## src/rtl/uart_tx_fifo.sv

```systemverilog
// rtl/uart_tx_fifo.sv - byte FIFO feeding an 8N1 UART transmitter
module uart_tx_fifo #(
    parameter int CLK_FREQ_HZ = 12000000,
    parameter int BAUD        = 115200,
    parameter int FIFO_DEPTH  = 4
) (
    input  logic                          clk,
    input  logic                          reset,
    input  logic [7:0]                    wr_data,
    input  logic                          wr_valid,
    output logic                          wr_ready,
    output logic                          busy,
    output logic [$clog2(FIFO_DEPTH):0]   level,
    output logic                          txd
);

    localparam int CLKS_PER_BIT = CLK_FREQ_HZ / BAUD;
    localparam int AW = $clog2(FIFO_DEPTH);
    localparam int LW = AW + 1;
    localparam int CW = $clog2(CLKS_PER_BIT);
    localparam logic [CW-1:0] CNT_LAST = CW'(CLKS_PER_BIT - 1);
    localparam logic [LW-1:0] DEPTH_L  = LW'(FIFO_DEPTH);

    typedef enum logic [1:0] {IDLE, START, DATA, STOP} state_t;

    state_t          state_q, state_d;
    logic [CW-1:0]   cnt_q, cnt_d;
    logic [2:0]      idx_q, idx_d;
    logic [7:0]      shift_q, shift_d;
    logic            txd_q, txd_d;
    logic            line_q, line_d;
    logic [AW-1:0]   wr_ptr_q, wr_ptr_d;
    logic [AW-1:0]   rd_ptr_q, rd_ptr_d;
    logic [LW-1:0]   level_q, level_d;
    logic [7:0]      mem_q [FIFO_DEPTH];
    logic [7:0]      mem_d [FIFO_DEPTH];
    logic            push, pop, bit_done;

    // Ready looks only at the registered level, so a full queue stays closed in its pop cycle.
    assign wr_ready = (level_q < DEPTH_L);
    assign push     = wr_valid && wr_ready;
    assign bit_done = (cnt_q == CNT_LAST);

    always_comb begin
        state_d = state_q;
        cnt_d   = cnt_q;
        idx_d   = idx_q;
        shift_d = shift_q;
        pop     = 1'b0;
        if (state_q != IDLE) begin
            cnt_d = bit_done ? '0 : cnt_q + CW'(1);
        end
        case (state_q)
            IDLE: begin
                cnt_d = '0;
                if (level_q != '0) begin
                    pop     = 1'b1;
                    shift_d = mem_q[rd_ptr_q];
                    state_d = START;
                end
            end
            START: begin
                if (bit_done) begin
                    state_d = DATA;
                    idx_d   = 3'd0;
                end
            end
            DATA: begin
                if (bit_done) begin
                    if (idx_q == 3'd7) begin
                        state_d = STOP;
                    end else begin
                        idx_d = idx_q + 3'd1;
                    end
                end
            end
            STOP: begin
                if (bit_done) begin
                    if (level_q != '0) begin
                        pop     = 1'b1;
                        shift_d = mem_q[rd_ptr_q];
                        state_d = START;
                    end else begin
                        state_d = IDLE;
                    end
                end
            end
            default: state_d = IDLE;
        endcase
    end

    // The line lags the state by one register stage; line_q covers that trailing stop-bit cycle.
    always_comb begin
        txd_d  = 1'b1;
        line_d = (state_q != IDLE);
        case (state_q)
            START:   txd_d = 1'b0;
            DATA:    txd_d = shift_q[idx_q];
            default: txd_d = 1'b1;
        endcase
    end

    always_comb begin
        mem_d    = mem_q;
        wr_ptr_d = wr_ptr_q;
        rd_ptr_d = rd_ptr_q;
        level_d  = level_q;
        if (push) begin
            mem_d[wr_ptr_q] = wr_data;
            wr_ptr_d        = wr_ptr_q + AW'(1);
        end
        if (pop) begin
            rd_ptr_d = rd_ptr_q + AW'(1);
        end
        case ({push, pop})
            2'b10:   level_d = level_q + LW'(1);
            2'b01:   level_d = level_q - LW'(1);
            default: level_d = level_q;
        endcase
    end

    always_ff @(posedge clk) begin
        if (reset) begin
            state_q  <= IDLE;
            cnt_q    <= '0;
            idx_q    <= '0;
            shift_q  <= '0;
            txd_q    <= 1'b1;
            line_q   <= 1'b0;
            wr_ptr_q <= '0;
            rd_ptr_q <= '0;
            level_q  <= '0;
        end else begin
            state_q  <= state_d;
            cnt_q    <= cnt_d;
            idx_q    <= idx_d;
            shift_q  <= shift_d;
            txd_q    <= txd_d;
            line_q   <= line_d;
            wr_ptr_q <= wr_ptr_d;
            rd_ptr_q <= rd_ptr_d;
            level_q  <= level_d;
        end
    end

    always_ff @(posedge clk) begin
        mem_q <= mem_d;
    end

    assign level = level_q;
    assign txd   = txd_q;
    assign busy  = (state_q != IDLE) || (level_q != '0) || line_q;

endmodule

```

## config.mk

```make
export PLATFORM = sky130hd
export DESIGN_NAME = uart_tx_fifo
export DESIGN_NICKNAME = d
export VERILOG_FILES = /design/src/rtl/uart_tx_fifo.sv
export SDC_FILE = /design/constraint.sdc
export NUM_CORES = 1
export LEC_CHECK = 0
export CAP_MARGIN = 20
export CORE_MARGIN = 5
export CORE_UTILIZATION = 55
export DETAILED_ROUTE_END_ITERATION = 16
export HOLD_SLACK_MARGIN = 0.02
export PLACE_DENSITY = 0.75
export SLEW_MARGIN = 30
export SYNTH_ARGS = -nofsm -noshare
export SYNTH_HDL_FRONTEND = slang
export SYNTH_SLANG_ARGS = --single-unit
```

## constraint.sdc

```tcl
create_clock -name clk -period 3.03 [get_ports clk]
set_input_delay 0.606 -clock clk [delete_from_list [all_inputs] [get_ports clk]]
set_output_delay 0.606 -clock clk [all_outputs]
set_load 0.1 [all_outputs]
```

==> impl_metrics.ini <==
[routing]
via_count = 1660
drt_pass1_iterations = 4
ant_nets = 0
drc = 0
finalWirelength_um = 4400
drt_first_iter_violations = 95
wire_per_inst_um = 14.0
vias_per_cell = 5.27

[placement]
dp_cells = 299
place_hpwl_um = 3010
post-place-ws_ns = 0.300
placed_area_sq_um = 2990
routabilityCongestion = 0.817
port_buffers = 16

[clocking]
root_buffer = clkbuf_8
cts_setup_buffers = 0
htreeDepth = 3
holdBufCountCts = 0
cts_made_buffers = 9
clock_tree.buffer_depth = 2
cts_tree = done
clk_pin_slew_ns = 0.07
insertion_delay_ns = 0.33
clock_sinks = 61
cts-resized-gates = 0

[setup_path]
worst-path-stages = 10
reg2reg_depth = 10
crit_chain = ha_1, and3_1, a31oi_1, nor3_1, ha_1, inv_1, fa_1, xor2_1, or3_1, a21oi_1
crit_arrival_ns = 3.00
cp_data_required_time_ns = 3.28
cp-end-kind = flop
crit_family = simple AND/OR/NAND/NOR gates
ff2ff_setup_slack_ns = 0.28
path_max_fanout = 6
r2r-end = level[2]
critPathMaxStageDelay_ns = 0.37
cp-start-kind = flop
cp_slowest_cell = fa_1
cp_common_cell = ha_1
regToRegStartpoint = cnt_q[0]
path_class = reg -> reg
cp_num_buf_inv = 1

[power_and_ir_drop]
p_seq_share_pct = 40.4
switching_share_pct = 38.0
power_density_nw_per_um2 = 916
combPwrFrac_pct = 38.6
p_sw_mw = 1.10
ir_drop_uv = 578
cellLeakagePower_nw = 1.15
internal_power_mw = 1.80
power_frac_clock_pct = 21.1
finalPower_mw = 2.90

[sta]
slew_headroom_pct = 47.5
tns_ns = 0
fin_ws_ns = 0.277
finalCritPeriodShare_pct = 90.9
fmax_mhz = 363
setup_viol = 0
holdWs_ns = 0.454
grt_setup_unrepaired = no
fin_crit_ns = 2.75
worst_pin_slew_ns = 0.785
skew_ns = 0.00654
hold_viol_final = 0
drv_slew = 0

[synthesis]
seq_area_frac_synth_pct = 55.4
synth_seq_cells = 61
syn_avg_cell_area_sq_um = 12.5
synth_top_area_cell = edfxtp_1
synth_cells = 223
synth_area_sq_um = 2780
ys_types = 40
yosys_warnings = 0
syn_nets = 248
synth_top_cell_area_share_pct = 34.5
yosys-top-cells-area = edfxtp_1 (35%), dfxtp_1 (21%), mux4_2 (8.1%)

[global_routing]
grt.total_usage_pct = 16.7
overflow = 0
antenna_found_initial = 0
use_met1_pct = 20.2
use_met3_pct = 6.76
first_global_vias = 1730
grt_max_degree = 25
grt_pass1_wl_um = 8070
grt.busiest_layer = met2
grt_util_met2_pct = 26.3

[cells_and_area]
fin_area_sq_um = 3160
diodes = 0
layout_commonest_cell = edfxtp_1
drive_above_1_share_pct = 16.1
layout_common_cells = edfxtp_1 (32), dfxtp_1 (29), nor2_1 (17)
num-nets-final = 268
areaGrowthSynthToFinish_pct = 13.6
final_cell_count_no_fill = 315
post-route-util_pct = 65.6

[floorplanning]
dieArea_sq_um = 6580
start_util_pct = 57.8
rows = 25
coreArea_sq_um = 4820
die_w_um = 81.1
io_pins = 17
fp.dieH_um = 81.1

[hold_path]
worstHoldPathType = reg -> reg
hold_path_end = cnt_q[0]
hp-start = cnt_q[0]
whs_path_depth = 1

[job]
drv_cap = 0

[run_status]
status = completed
synthesized netlist by cell type:
master     instances
fa_1               1
inv_1             10
nand3_1            3
buf_4              2
a31oi_4            1
buf_2              1
or3_1              1
a21oi_1            6
and2_1             5
nor3_1             6
mux2_2             2
nor2_1            17
or2_2              2
edfxtp_1          32
buf_6              1
a31oi_1            2
and2b_2            2
xor2_1             4
and3_1             2
and2b_1            1
xnor2_1            3
or4b_1             8
mux4_2            10
nor4b_1            1
mux2i_1            3
nor2b_1           11
dfxtp_1           29
buf_1              2
o2111ai_1          1
nor3b_4            1
a311oi_1           1
clkbuf_1           4
nand2_1           16
nand2b_1           4
nor3b_1            1
o21bai_1           1
o21ai_0           11
o41a_1             1
a21boi_0           1
ha_1              13
worst max path at each step:
stage / start / endpoint / slack [ns]
3_5_place_dp: cnt_q[0] / level[2] / 0.30
4_1_cts: cnt_q[0] / level[2] / 0.26
2_1_floorplan: level[0] / level[2] / 0.21
6_report: cnt_q[0] / level[2] / 0.28
5_1_grt: cnt_q[0] / level[2] / 0.05
3_3_place_gp: cnt_q[0] / level[2] / 0.40
per-layer routing:
layer / wire, um / vias up
met2: 2070 / 28
met3: 228 / 6
met5: 0 / -
li1: - / 842
met1: 2030 / 784
met4: 72 / 0
registers in the layout, indices dropped and copies added, names as in the netlist:
register  cells
mem_q        32
shift_q       8
cnt_q         7
idx_q         3
level         3
rd_ptr_q      2
state_q       2
wr_ptr_q      2
line_q        1
txd           1
power groups by stage:
stage	clock, mW	combinational [mW]	sequential (mW)
after floorplan	0	0.774	1.28
after global placement	0	1.11	1.19
after detailed placement	0	1.12	1.19
after CTS	0.630	1.13	1.18
after global routing	0.672	1.23	1.20
final	0.610	1.12	1.17
worst register-to-register path, cell delays in order, from the launching register on:
cell,delay (ns)
dfxtp_1,0.36
ha_1,0.23
and3_1,0.32
a31oi_1,0.16
nor3_1,0.31
ha_1,0.25
inv_1,0.06
fa_1,0.37
xor2_1,0.16
or3_1,0.32
a21oi_1,0.15
kinds of logic (layout without fill, tap and decap cells):
logic type / after synthesis / in the layout / synth area share [%]
xor gates and xnor gates: 7 / 7 / 2.20
adders and majority gates: 14 / 14 / 6.56
and+or+nand+nor: 81 / 81 / 16.7
muxes: 15 / 15 / 9.98
AOI/OAI and AO/OA: 25 / 25 / 5.85
buffers and inverters: 20 / 45 / 3.28
DFF: 61 / 61 / 55.4
cell type report:
cell class / instances / area [sq um]
fill: 384 / 1660
multi-input combinational: 142 / 1150
tap: 67 / 83.8
clock buffer: 11 / 131
clock inverter: 5 / 37.5
inverter: 10 / 37.5
timing repair buffer: 19 / 180
sequential: 61 / 1540
(Power assumes the default switching activity.)
